### config.mk
export PLATFORM = sky130hd
export DESIGN_NAME = serial_subtractor
export DESIGN_NICKNAME = d
export VERILOG_FILES = /design/src/rtl/arith_pkg.sv /design/src/rtl/fs_digit.sv /design/src/rtl/serial_subtractor.sv
export SDC_FILE = /design/constraint.sdc
export NUM_CORES = 1
export LEC_CHECK = 0
export BUFFER_PORTS_ARGS = -buffer_cell sky130_fd_sc_hd__buf_2
export CORE_MARGIN = 8
export CORE_UTILIZATION = 58
export DETAILED_ROUTE_END_ITERATION = 8
export PLACE_DENSITY = 0.89
export SLEW_MARGIN = 30
export SYNTH_ARGS = -nofsm -noshare
export SYNTH_HDL_FRONTEND = slang
export SYNTH_SLANG_ARGS = --single-unit
### constraint.sdc
create_clock -name i_clk -period 4 [get_ports i_clk]
set_clock_uncertainty 0.2 [all_clocks]
set_input_delay 0.2 -clock i_clk [delete_from_list [all_inputs] [get_ports i_clk]]
set_output_delay 0.2 -clock i_clk [all_outputs]
set_load 0.05 [all_outputs]
### src/rtl/arith_pkg.sv
// ----------------------------------------------------------------------------
// arith_pkg
// Shared definitions for the digit-serial arithmetic blocks.
//   state_e         : control FSM states of the serial subtractor
//   step_cnt_width  : width of a step counter covering 0..nstep-1 (minimum 1)
// ----------------------------------------------------------------------------
package arith_pkg;

    typedef enum logic [1:0] {
        StIdle = 2'd0,
        StRun  = 2'd1,
        StDone = 2'd2
    } state_e;

    // A single-step operation still needs a 1-bit counter so the register
    // declaration never collapses to zero width.
    function automatic int unsigned step_cnt_width(input int unsigned nstep);
        if (nstep <= 1) begin
            return 1;
        end
        return $clog2(nstep);
    endfunction

endpackage

### src/rtl/fs_digit.sv
// ----------------------------------------------------------------------------
// fs_digit
// Purely combinational DIGIT-bit ripple subtractor built from full-subtractor
// bit cells: d = a ^ b ^ bin, bout = (~a & b) | ((~a | b) & bin).
// Ports:
//   i_a    [DIGIT-1:0]  minuend digit
//   i_b    [DIGIT-1:0]  subtrahend digit
//   i_bin               borrow into bit 0
//   o_d    [DIGIT-1:0]  difference digit
//   o_bout              borrow out of bit DIGIT-1
// ----------------------------------------------------------------------------
module fs_digit #(
    parameter int unsigned DIGIT = 4
) (
    input  logic [DIGIT-1:0] i_a,
    input  logic [DIGIT-1:0] i_b,
    input  logic             i_bin,
    output logic [DIGIT-1:0] o_d,
    output logic             o_bout
);

    logic [DIGIT:0] w_borrow;

    always_comb begin
        w_borrow    = '0;
        o_d         = '0;
        w_borrow[0] = i_bin;
        for (int unsigned i = 0; i < DIGIT; i++) begin
            o_d[i]        = i_a[i] ^ i_b[i] ^ w_borrow[i];
            w_borrow[i+1] = (~i_a[i] & i_b[i]) | ((~i_a[i] | i_b[i]) & w_borrow[i]);
        end
        o_bout = w_borrow[DIGIT];
    end

endmodule

### src/rtl/serial_subtractor.sv
// ----------------------------------------------------------------------------
// serial_subtractor
// Digit-serial WIDTH-bit subtractor: diff = a - b - bin (mod 2^WIDTH), computed
// DIGIT bits per clock over NSTEP = WIDTH/DIGIT cycles through one reused
// fs_digit slice and a registered borrow. Also reports the final borrow and
// signed two's-complement overflow.
// Ports:
//   i_clk, i_rst_n    clock (rising edge), asynchronous active-low reset
//   i_start           request; sampled only in IDLE or DONE
//   i_a, i_b, i_bin   operands, captured on the accepting edge
//   o_busy            high while the digit loop runs
//   o_done            one-cycle pulse when results become valid
//   o_diff            result register, held until the next completion
//   o_bout            final borrow out of bit WIDTH-1 (unsigned a < b + bin)
//   o_ovf             signed overflow of a - b - bin
// ----------------------------------------------------------------------------
module serial_subtractor
    import arith_pkg::*;
#(
    parameter int unsigned WIDTH = 16,
    parameter int unsigned DIGIT = 4
) (
    input  logic             i_clk,
    input  logic             i_rst_n,
    input  logic             i_start,
    input  logic [WIDTH-1:0] i_a,
    input  logic [WIDTH-1:0] i_b,
    input  logic             i_bin,
    output logic             o_busy,
    output logic             o_done,
    output logic [WIDTH-1:0] o_diff,
    output logic             o_bout,
    output logic             o_ovf
);

    localparam int unsigned NStep = WIDTH / DIGIT;
    localparam int unsigned CntW  = step_cnt_width(NStep);
    localparam logic [CntW-1:0] LastStep = CntW'(NStep - 1);

    // Elaboration-time parameter checks.
    if (DIGIT < 1 || DIGIT > WIDTH) begin : g_bad_digit
        $error("serial_subtractor: DIGIT must satisfy 1 <= DIGIT <= WIDTH");
    end
    if (WIDTH % DIGIT != 0) begin : g_bad_ratio
        $error("serial_subtractor: WIDTH must be a multiple of DIGIT");
    end

    // ------------------------------------------------------------------------
    // Control FSM
    // ------------------------------------------------------------------------
    state_e r_state;
    state_e w_state_next;

    logic            w_accept;
    logic            w_last;
    logic [CntW-1:0] r_cnt;

    assign w_accept = i_start && ((r_state == StIdle) || (r_state == StDone));
    assign w_last   = (r_state == StRun) && (r_cnt == LastStep);

    always_ff @(posedge i_clk or negedge i_rst_n) begin
        if (!i_rst_n) begin
            r_state <= StIdle;
        end else begin
            r_state <= w_state_next;
        end
    end

    always_comb begin
        w_state_next = r_state;
        unique case (r_state)
            StIdle: begin
                if (i_start) begin
                    w_state_next = StRun;
                end
            end
            StRun: begin
                if (w_last) begin
                    w_state_next = StDone;
                end
            end
            StDone: begin
                w_state_next = i_start ? StRun : StIdle;
            end
            default: begin
                w_state_next = StIdle;
            end
        endcase
    end

    // ------------------------------------------------------------------------
    // Datapath
    // ------------------------------------------------------------------------
    logic [WIDTH-1:0] r_a_sh;
    logic [WIDTH-1:0] r_b_sh;
    logic             r_a_msb;
    logic             r_b_msb;
    logic             r_borrow;
    logic [WIDTH-1:0] r_part;
    logic [WIDTH-1:0] r_diff;
    logic             r_bout;
    logic             r_ovf;

    logic [DIGIT-1:0] w_digit;
    logic             w_digit_bout;
    logic [WIDTH-1:0] w_part_next;

    fs_digit #(
        .DIGIT (DIGIT)
    ) u_fs_digit (
        .i_a    (r_a_sh[DIGIT-1:0]),
        .i_b    (r_b_sh[DIGIT-1:0]),
        .i_bin  (r_borrow),
        .o_d    (w_digit),
        .o_bout (w_digit_bout)
    );

    // New digit enters at the MSB end; after NSTEP shifts the first digit
    // computed has landed in the least-significant position.
    assign w_part_next = WIDTH'({w_digit, r_part} >> DIGIT);

    always_ff @(posedge i_clk or negedge i_rst_n) begin
        if (!i_rst_n) begin
            r_a_sh   <= '0;
            r_b_sh   <= '0;
            r_a_msb  <= 1'b0;
            r_b_msb  <= 1'b0;
            r_borrow <= 1'b0;
            r_cnt    <= '0;
            r_part   <= '0;
            r_diff   <= '0;
            r_bout   <= 1'b0;
            r_ovf    <= 1'b0;
        end else if (w_accept) begin
            r_a_sh   <= i_a;
            r_b_sh   <= i_b;
            // Sign bits are kept aside because the operand registers are
            // shifted away by the time the overflow is evaluated.
            r_a_msb  <= i_a[WIDTH-1];
            r_b_msb  <= i_b[WIDTH-1];
            r_borrow <= i_bin;
            r_cnt    <= '0;
        end else if (r_state == StRun) begin
            r_a_sh   <= r_a_sh >> DIGIT;
            r_b_sh   <= r_b_sh >> DIGIT;
            r_borrow <= w_digit_bout;
            r_part   <= w_part_next;
            r_cnt    <= r_cnt + 1'b1;
            if (w_last) begin
                r_diff <= w_part_next;
                r_bout <= w_digit_bout;
                // Overflow only when operand signs differ and the result
                // sign departs from the minuend's.
                r_ovf  <= (r_a_msb ^ r_b_msb) & (r_a_msb ^ w_part_next[WIDTH-1]);
            end
        end
    end

    assign o_busy = (r_state == StRun);
    assign o_done = (r_state == StDone);
    assign o_diff = r_diff;
    assign o_bout = r_bout;
    assign o_ovf  = r_ovf;

endmodule

# After elaboration in Yosys (flattened, before gate mapping)
# Index checks and enable logic that the tools add are counted.
# word_totals
wordCells,69
out_inout_bits,20
inputBits,36
regBits,73
# op_classes
n_bitwise,32
n_eq_ne,5
muxes,12
add_sub_neg,1
n_reduce_logical,8
# ops
op,n
16-bit 2-to-1 mux,4
1-bit XOR,10
1-bit bitwise AND,9
2-bit 2-to-1 mux,4
1-bit bitwise OR,8
2-bit one-hot mux with 3 select lines,1
1-bit NOT,5
2-bit equality test (second input constant),2
2-bit AND reduction,2
1-bit 2-to-1 mux,3
3-bit AND reduction,1
2-bit by 1-bit adder with 2-bit output (second input constant),1
2-bit by 1-bit equality test with 1-bit output (second input constant),1
1-bit logical AND,2
2-bit zero test,1
2-bit by 1-bit != test with 1-bit output (second input constant),1
2-bit != test (second input constant),1
2-bit nonzero test,1
1-bit logical OR,1

# Longest topological paths before layout
# Gate-level depths: netlist of the first run.
# logic_depth
depth_word,12
mapped_depth,10
mapped_depth_nobuf,10

# Modules after synthesis
# From an unflattened synthesis of the first run, not the netlist that was laid out.
# unflattened
hier_cells,271
area_unflattened_um2,2916.5
# modules_own_cells
mod,area_per_inst_um2,instances,cells_per_inst,seq_area_each_um2
serial_subtractor,2798.9,1,257,1726.7
fs_digit,117.6,1,14,0.0

# Worst setup path after synthesis of the first run
# No wires, ideal clock.
# synth_timing
path_type,register to register
startpoint,reg r_b_sh[0]
endpoint,"reg r_ovf, in the netlist o_ovf"
required_ps,3672
path_slack_ps,1504
synth_period_minus_slack_ps,2496
setup_time_ps,128
arrival_ps,2169
n_path_buf,0
path_stages_with_launch,11
cell_sequence,dfrtp_1 -> inv_1 -> fa_1 -> inv_1 -> fa_1 -> fa_1 -> inv_1 -> fa_1 -> nor2b_1 -> a21oi_1 -> o21ai_0
# synth_via
elab_chain_cells,10
word_cells_on_any_way,11
cone_classes,11 x bitwise
# synth_rtl
element,line,text
start: declaration,serial_subtractor.sv:95,logic [WIDTH-1:0] r_b_sh;
start signal: assignment,serial_subtractor.sv:136,r_b_sh <= i_b;
start signal: assignment,serial_subtractor.sv:145,r_b_sh <= r_b_sh >> DIGIT;
1-bit bitwise OR,fs_digit.sv:30,w_borrow[i+1] = (~i_a[i] & i_b[i]) | ((~i_a[i] | i_b[i]) & w_borrow[i]);
1-bit bitwise AND,fs_digit.sv:30,
1-bit bitwise OR (*),fs_digit.sv:30,
1-bit bitwise AND (*),fs_digit.sv:30,
1-bit bitwise OR (*),fs_digit.sv:30,
1-bit bitwise AND (*),fs_digit.sv:30,
1-bit bitwise OR (*),fs_digit.sv:30,
1-bit XOR (*),fs_digit.sv:29,o_d[i] = i_a[i] ^ i_b[i] ^ w_borrow[i];
via u_fs_digit.o_d[3],fs_digit.sv:18,"output logic [DIGIT-1:0] o_d,"
1-bit XOR (*),serial_subtractor.sv:154,r_ovf <= (r_a_msb ^ r_b_msb) & (r_a_msb ^ w_part_next[WIDTH-1]);
1-bit bitwise AND (*),serial_subtractor.sv:154,
end signal: assignment,serial_subtractor.sv:154,
end: declaration,serial_subtractor.sv:102,logic r_ovf;
# The timed path passes the listed nets; every way through them passes the cells marked *.
# A chain may end at the register's enable or synchronous reset.

# Final worst setup path of the first run
# layout_timing
startpoint,reg r_borrow
endpoint,"reg r_ovf, in the netlist o_ovf"
# layout_via
elab_chain_cells,9
# layout_rtl
element,line,text
start: declaration,serial_subtractor.sv:98,logic r_borrow;
start signal: assignment,serial_subtractor.sv:141,r_borrow <= i_bin;
start signal: assignment,serial_subtractor.sv:146,r_borrow <= w_digit_bout;
1-bit bitwise AND,fs_digit.sv:30,
1-bit bitwise OR,fs_digit.sv:30,
1-bit bitwise AND,fs_digit.sv:30,
1-bit bitwise OR,fs_digit.sv:30,
1-bit bitwise AND,fs_digit.sv:30,
1-bit bitwise OR,fs_digit.sv:30,
1-bit XOR,fs_digit.sv:29,
via u_fs_digit.o_d[3],fs_digit.sv:18,
1-bit XOR,serial_subtractor.sv:154,
1-bit bitwise AND,serial_subtractor.sv:154,
# The timed path passes the listed nets, and every way through them passes these cells.

==> impl_metrics.ini, run 1 <==
[outcome]
status = completed

[floorplanning]
dieArea_mm2 = 0.00741
core_area_mm2 = 0.00472
fp-row-count = 25
pin_count = 56
initial_core_util_pct = 60.3
dieHeight_um = 86.1
die_w_um = 86.1

[place]
gp_congestion = 0.767
numPortBuffers = 55
dpl_worst_slack_ps = 1320
hpwl_mm = 3.96

[power]
ir_drop_v = 0.000420
powerDensity_mw_per_mm2 = 873
p_leak_nw = 1.82

[logic_synthesis]
synthDominantCellAreaShare_pct = 60.6
ys_ff_latch = 69
async_flop_share_pct = 100
synth_edf_count = 0
synthTopCellsByCount = 74 x nand2_1, 69 x dfrtp_1, 15 x nor2_1, 14 x buf_2, 13 x mux2_2
synth_area_mm2 = 0.00285
synth.most_common_cell = nand2_1
netlist_top_cells_area = dfrtp_1 61%, nand2_1 9.8%, mux2_2 5.1%, fa_1 2.8%, buf_2 2.5%
synthCells = 268
yosysTopAreaCell = dfrtp_1
synth_flop_cell = dfrtp_1
syn_nets = 309
synth_warnings = 0
synth_cell_types = 26
syn-mean-instance-area_um2 = 10.6
yosysSeqAreaShare_pct = 60.6

[route]
drcViolationCount = 0
drt-total-wl_mm = 6.99
viasPerCell = 5.46
wire_per_inst_um = 16.4
dr.pass1.iters = 4
num_vias = 2324
drtIter0Drc = 124
drt.antenna.violating_nets = 0

[sta]
post-route-period-util_pct = 66.5
max_slew_margin_pct = 53.6
finalMaxSlewViolations = 0
rsz0062_at_grt = no
fin_tns_setup_ps = 0
setup_violations = 0
fin_ws_ps = 1340
hold_viol = 0
final.min_clock_period_ps = 2660
clock.fmax_mhz = 376
worst_pin_slew_ps = 696

[grt]
grt_pass1_wl_mm = 11.6
grt_antenna_before_repair = 0
grt_pass1_vias = 2403
grt_start_max_net_pins = 45
grt_usage_pct = 20.4
grt-ovfl-total = 0

[job]
maxCapViolCount = 0

[clock_network]
cts_tree = done
clkSinkCount = 69
clk_pin_slew_ps = 70
cts-root-buf = clkbuf_8
htree_levels = 3
cts_buffers = 9
clk_latency_ps = 340
clock_path_buffers = 2
postCtsSetupRepairBufs = 0

[setup_path]
end_kind = flop
cp_max_fo = 4
timing.rr.end = o_ovf
crit_path_start = r_borrow
worstPathRequired_ps = 3990
rr_worst_depth = 10
worstReg2RegStart = r_borrow
crit_type = flop to flop
start_kind = flop
endpoint = o_ovf
reg2reg_slack_ps = 1340
cp_data_arrival_time_ps = 2660

[worst_hold_path]
worstHoldPathType = input port to async pin

[final_layout]
syn2layout_area_growth_pct = 29.0
fin_nets = 397
drive_above_1_share_pct = 24.8
antenna_cells = 0
fillerInstances = 293
## worst max-delay path, cell delays in order (launching register included)
cell	delay [ps]
dfrtp_1	390
inv_1	70
fa_1	150
inv_1	50
fa_1	380
fa_1	360
inv_1	80
fa_1	460
nor2b_1	160
a21oi_1	130
o21ai_0	80
## worst min-delay path by stage
| stage | endpoint | slack [ps] | start |
|---|---|---|---|
| after global placement | o_diff[2] | 180 | i_rst_n |
| after global routing | o_diff[2] | 240 | i_rst_n |
| after floorplan | o_bout | -300 | i_rst_n |
| after CTS | r_state[0] | 190 | i_start |
| final | r_part[6] | 180 | i_rst_n |
| after detailed placement | o_diff[2] | 200 | i_rst_n |
## sequential cells by signal, summed over array words and instances, names as in the netlist
name      flops
r_state       2
o_ovf         1
o_diff       16
r_cnt         2
r_a_msb       1
r_part       12
r_borrow      1
r_b_msb       1
o_bout        1
r_b_sh       16
r_a_sh       16
## timing repair
item	in CTS	in global routing
gates resized for setup	0	0
hold buffers	34	0
hold endpoints to repair	78	0
## report_power, final
part,switching (mW),internal [mW],leakage (nW)
Clock,0.240,0.250,0.0881
Combinational,0.984,0.504,0.874
Sequential,0.192,1.04,0.854
## cells in the final DEF, fill, tap and decap left out, types with 4 or more instances in the layout
| master | synthesis | layout |
|---|---|---|
| a21oi_1 | 4 | 4 |
| a221o_1 | 4 | 4 |
| a22o_1 | 7 | 7 |
| a22oi_1 | 6 | 6 |
| a31oi_1 | 11 | 11 |
| buf_2 | 14 | 54 |
| buf_4 | 1 | 5 |
| clkbuf_8 | 0 | 11 |
| dfrtp_1 | 69 | 69 |
| dlygate4sd3_1 | 0 | 34 |
| fa_1 | 4 | 4 |
| inv_1 | 8 | 8 |
| mux2_2 | 13 | 13 |
| nand2_1 | 74 | 74 |
| nand3_1 | 7 | 7 |
| nor2_1 | 15 | 15 |
| nor3_1 | 6 | 6 |
| o21ai_0 | 8 | 8 |
| o22ai_1 | 4 | 4 |
## kinds of logic after synthesis
family	count (synthesis)	synth area share (%)
AO/OA/AOI/OAI	44	10.5
adder cells (fa/ha/maj)	5	3.25
buffers and inverters	26	4.17
flip-flops	69	60.6
multiplexers	14	5.54
AND/OR/NAND/NOR	110	15.9
## layout make-up
cell class | instances | area (um^2) | area share, %
multi-input combinational | 173 | 1000 | 27.4
inverter | 9 | 33.8 | 0.920
tap | 67 | 83.8 | 2.28
timing repair buffer | 94 | 659 | 17.9
sequential | 69 | 1730 | 47.0
clock buffer | 12 | 155 | 4.22
clock inverter | 2 | 10.0 | 0.272
## through the flow
step	hold slack, ps	total power [mW]	cells	cell area, um^2	utilization [%]
2_1_floorplan	-296	2.33	268	2850	-
4_1_cts	192	3.20	425	3660	77.5
6_report	185	3.21	426	3670	77.8
3_3_place_gp	183	2.61	377	3150	66.8
5_1_grt	240	3.46	426	3670	77.8
3_5_place_dp	195	2.68	377	3150	66.8
## per-layer routing
metal  vias to the layer above  track usage (%)  wire length (um)
met5                         -                0                 0
met4                         0             11.3               184
met3                        23             6.02               553
met2                        95             33.2              3470
met1                      1128             23.4              2780
li1                       1078                -                 -
Note: power is estimated with default switching activity, not from simulation.
==> run 2: changes to the inputs <==
- CORE_UTILIZATION: 58 -> 49
- PLACE_DENSITY: 0.89 -> 0.81
- clock period: 4 -> 2.2 ns (I/O delays scaled with it)
==> run 2 against run 1 <==
  * The run now ends with negative setup slack left
  * Critical path depth is the same
  * Clock power increased by 110%
  * Highest routed layer unchanged
  * Worst setup slack got worse by 1600 ps
==> impl_metrics.ini, run 2 (synthesis results as in run 1) <==
[final_layout]
syn2layout_area_growth_pct = 31.9
final_core_util_pct = 67.4
antenna_cells = 0
final_cell_mix = 74 x nand2_1, 69 x dfrtp_1, 55 x buf_2
final_common_cell = nand2_1
fin_nets = 401
layout.cells.non_filler = 436
drive_above_1_share_pct = 26.9
fillerInstances = 424

[route]
drtIter0Drc = 96
viasPerCell = 5.25
wire_per_inst_um = 15.1
num_vias = 2290
drcViolationCount = 0
drt-total-wl_mm = 6.60
drt.antenna.violating_nets = 0
dr.pass1.iters = 4

[sta]
hold_viol = 0
worst_pin_slew_ps = 522
fin_tns_setup_ps = -659
final.min_clock_period_ps = 2510
clock.fmax_mhz = 399
fin_ws_ps = -306
setup_violations = 3
post-route-period-util_pct = 114
max_slew_margin_pct = 65.2
rsz0062_at_grt = yes
finalMaxSlewViolations = 0

[floorplanning]
fp-row-count = 27
initial_core_util_pct = 51.1
pin_count = 56
dieArea_mm2 = 0.00851
die_w_um = 92.2
dieHeight_um = 92.2
core_area_mm2 = 0.00557

[setup_path]
crit_chain = inv_2 -> fa_1 -> inv_1 -> fa_2 -> fa_2 -> inv_2 -> fa_2 -> nor2b_1 -> a21oi_1 -> o21ai_0
worstPathRequired_ps = 2210
cp_data_arrival_time_ps = 2520
crit_type = flop to flop
timing.rr.end = o_ovf
worstReg2RegStart = r_b_sh[0]
cp_max_fo = 4
end_kind = flop
start_kind = flop
crit_path_start = r_b_sh[0]
endpoint = o_ovf
rr_worst_depth = 10
crit_buf_inv = 3
cp_slowest_cell = fa_2
reg2reg_slack_ps = -310
worst_path_most_repeated_cell = fa_2
cp_top_family = adder cells
path_depth = 10
crit_path_max_incr_delay_ps = 460

[clock_network]
clkSinkCount = 69
cts_buffers = 9
cts-root-buf = clkbuf_8
clk_pin_slew_ps = 70
postCtsSetupRepairBufs = 0
htree_levels = 3
cts_tree = done
clock_path_buffers = 2
clk_latency_ps = 330

[grt]
grt_pass1_vias = 2372
grt_usage_pct = 16.7
grt_antenna_before_repair = 0
grt_pass1_wl_mm = 11.3
grt_start_max_net_pins = 48
grt-ovfl-total = 0

[power]
p_leak_nw = 1.84
ir_drop_v = 0.000890
powerDensity_mw_per_mm2 = 1600
total_power_mw = 6.00

[place]
dpl_worst_slack_ps = -334
hpwl_mm = 4.13
gp_congestion = 0.707
numPortBuffers = 55
dp_cells = 387

[job]
maxCapViolCount = 0

[worst_hold_path]
worstHoldPathType = input port to async pin

[outcome]
status = finished with violations
violations = negative setup slack
[run 2: changes by cell type in the layout (fill, tap and decap cells not counted)]
cell	previous run	this run
buf_12	0	1
buf_2	54	55
buf_4	5	8
buf_6	1	0
bufinv_16	0	1
clkbuf_1	1	3
clkinv_2	2	0
fa_1	4	1
fa_2	0	3
inv_1	8	6
inv_2	1	3
nor3b_1	1	0
nor3b_2	0	1
[run 2: power by group]
| part | total, mW | switching, mW | internal, mW |
|---|---|---|---|
| Sequential | 2.23 | 0.345 | 1.88 |
| Combinational | 2.76 | 1.77 | 0.989 |
| Clock | 1.01 | 0.426 | 0.581 |
[run 2: worst min-delay path by stage]
stage / startpoint / to / slack [ps] / depth (start not counted)
final: i_rst_n / o_diff[2] / 80 / 2
after global routing: i_rst_n / o_diff[2] / 140 / 2
after CTS: i_rst_n / o_diff[2] / 80 / 2
after detailed placement: i_rst_n / o_diff[2] / -80 / 1
after global placement: i_rst_n / r_part[6] / -90 / 1
after floorplan: i_rst_n / o_bout / -390 / 0
[run 2: through the flow]
step	area, um^2	hold slack [ps]
3_5_place_dp	3220	-81.3
4_1_cts	3760	83.7
6_report	3760	81.8
2_1_floorplan	2850	-386
5_1_grt	3760	137
3_3_place_gp	3220	-91.6
[run 2: metal layers]
| layer | share of wire (%) | GRT usage (%) | wire (um) |
|---|---|---|---|
| met4 | 2.0 | 8.32 | 134 |
| met3 | 7.9 | 5.95 | 520 |
| met2 | 48 | 25.5 | 3190 |
| met5 | 0 | 0 | 0 |
| met1 | 42 | 20.4 | 2750 |
[run 2: area by class of cell]
type	instances	area [um^2]	share of cell area, %
clock buffers	14	163	4.33
clock inverters	1	30.0	0.799
inverters	9	33.8	0.899
multi-input cells	173	1020	27.1
flip-flops and latches	69	1730	46.0
well taps	72	90.1	2.40
repair buffers	98	696	18.5
[run 2: worst register-to-register path, cell delays in order (launching register included)]
cell and delay, ps:
dfrtp_1 370, inv_2 70, fa_1 160, inv_1 50, fa_2 330, fa_2 340
inv_2 70, fa_2 460, nor2b_1 150, a21oi_1 110, o21ai_0 80
[run 2: repair_timing]
action                                  CTS  global route
gates cloned                              0             0
endpoints found under the setup margin    3             5
hold buffers                             34             0
endpoints found under the hold margin   104             0
pin swaps                                 1             2
gates resized for setup                   2             0
==> run 3: changes to the inputs <==
--- a/constraint.sdc
+++ b/constraint.sdc
@@ -4,2 +4,2 @@
 set_output_delay 0.11 -clock i_clk [all_outputs]
-set_load 0.05 [all_outputs]
+set_load 0.01 [all_outputs]
==> run 3 against run 2 <==
  * Wire length up 4.7%
  * Maximum frequency about the same
  * Critical path depth unchanged
  * Worst setup slack about the same
  * Clock power down 8%
  * The flow still finishes with violations (negative setup slack)
  * Sequential share of layout area down 0.14 points
  * Cell count up 0.46%
  * Flip-flop and latch count unchanged
  * Non-clock buffer count up 2
  * Critical path type unchanged
==> impl_metrics.ini, run 3 (synthesis results as in run 1) <==
[outcome]
status = finished with violations
violations = negative setup slack

[final_layout]
drive_above_1_share_pct = 28.1
final_cell_mix = 74 x nand2_1, 69 x dfrtp_1, 55 x buf_2
fin_nets = 403
syn2layout_area_growth_pct = 32.3
layout.cells.non_filler = 438
antenna_cells = 0
final_core_util_pct = 67.6
final_common_cell = nand2_1

[floorplanning]
pin_count = 56
dieHeight_um = 92.2
initial_core_util_pct = 51.1
dieArea_mm2 = 0.00851
fp-row-count = 27
die_w_um = 92.2
core_area_mm2 = 0.00557

[route]
drcViolationCount = 0
drt-total-wl_mm = 6.91
drtIter0Drc = 95
viasPerCell = 5.22
drt.antenna.violating_nets = 0
num_vias = 2288
dr.pass1.iters = 4
wire_per_inst_um = 15.8

[grt]
grt_antenna_before_repair = 0
grt_usage_pct = 17.2
grt_start_max_net_pins = 48
grt_pass1_wl_mm = 11.6
grt_pass1_vias = 2463
grt-ovfl-total = 0

[setup_path]
worstPathRequired_ps = 2220
crit_type = flop to flop
cp_data_arrival_time_ps = 2520
cp_slowest_cell = fa_2
start_kind = flop
worst_path_most_repeated_cell = fa_2
crit_chain = inv_2 -> fa_1 -> inv_1 -> fa_2 -> fa_2 -> inv_2 -> fa_2 -> nor2b_4 -> a21oi_2 -> o21ai_1
cp_max_fo = 4
end_kind = flop
crit_path_max_incr_delay_ps = 460

[power]
p_int_mw = 3.42
p_leak_nw = 1.85
p_comb_share_pct = 42.3
ir_drop_v = 0.00103
powerDensity_mw_per_mm2 = 1460
switching_share_pct = 37.7
switching_power_mw = 2.07
seqPwrFrac_pct = 40.7
clkPwrFrac_pct = 17.0

[clock_network]
clk_pin_slew_ps = 70
cts-root-buf = clkbuf_8
cts_tree = done
clk_latency_ps = 340
clock_path_buffers = 2
htree_levels = 3
cts_buffers = 9
clkSinkCount = 69

[sta]
final.min_clock_period_ps = 2510
clock.fmax_mhz = 399
holdWs_ps = 84.5
fin_ws_ps = -306
finalMaxSlewViolations = 0
worst_pin_slew_ps = 566
fin_tns_setup_ps = -671
max_slew_margin_pct = 62.2
setup_violations = 3
post-route-period-util_pct = 114
rsz0062_at_grt = yes
hold_viol = 0

[place]
gp_congestion = 0.708
numPortBuffers = 55
hpwl_mm = 4.19
dp_cells = 387

[worst_hold_path]
worstHoldPathType = input port to async pin

[job]
maxCapViolCount = 0
==> run 3: cell count changes in the layout (fill, tap and decap cells not counted), sizes merged <==
cell	previous run	this run
buf	64	66
bufinv	1	0
clkinv	0	1
==> run 3: repair_timing <==
| item | CTS | global route |
|---|---|---|
| hold endpoints to repair | 77 | 0 |
| pin swaps | 1 | 0 |
| gates resized for setup | 5 | 0 |
| hold buffers | 34 | 0 |
| buffers inserted | 1 | 1 |
| setup endpoints to repair | 4 | 4 |
==> run 3: layer usage <==
layer,global-route usage (%),wire length (um),share of wire (%),vias up
li1,-,-,-,1087
met1,19.1,2820,41,1115
met2,29.8,3510,51,78
met3,6.28,525,7.6,8
met4,5.91,57,0.82,0
met5,0,0,0,-
==> run 3: path summary, 6_finish.rpt <==
kind                                 from         end  slack [ps]  cells past startpoint
max in group asynchronous         i_rst_n   r_b_sh[0]        1080                      3
worst max register to register  r_b_sh[0]       o_ovf        -310                     10
min in group i_clk                i_start  r_state[0]         110                      4
worst min register to register  r_part[6]   r_part[6]         270                      2
worst max-delay path            r_b_sh[0]       o_ovf        -310                     10
worst min-delay path              i_rst_n   o_diff[2]          80                      2
==> run 3: stage by stage <==
| step | cell area [um^2] | setup slack [ps] | power (mW) |
|---|---|---|---|
| 2_1_floorplan | 2850 | -220 | 3.74 |
| 3_3_place_gp | 3220 | -276 | 4.30 |
| 5_1_grt | 3770 | -431 | 5.94 |
| 4_1_cts | 3760 | -320 | 5.53 |
| 6_report | 3770 | -306 | 5.50 |
| 3_5_place_dp | 3220 | -374 | 4.45 |
==> run 3: layout make-up <==
class                   instances  area, um^2
clock buffers                  14         173
clock inverters                 1        5.00
fillers                       428        1810
inverters                       9        33.8
multi-input cells             173        1030
flip-flops and latches         69        1730
well taps                      72        90.1
repair buffers                100         711
==> run 3: worst max-delay path, delay by kind of cell, from the launching register on <==
kind            cells  cell delay [ps]
simple gates        1              150
fa+ha+maj           4             1300
compound gates      2              190
flops               1              370
buf+inv             3              190
==> run 3: power by group through the flow <==
stage	sequential [mW]	combinational (mW)	clock, mW
floorplan	2.24	1.50	0
global placement	2.21	2.09	0
detailed placement	2.25	2.20	0
CTS	2.23	2.34	0.954
global route	2.30	2.63	1.01
finish	2.24	2.33	0.934
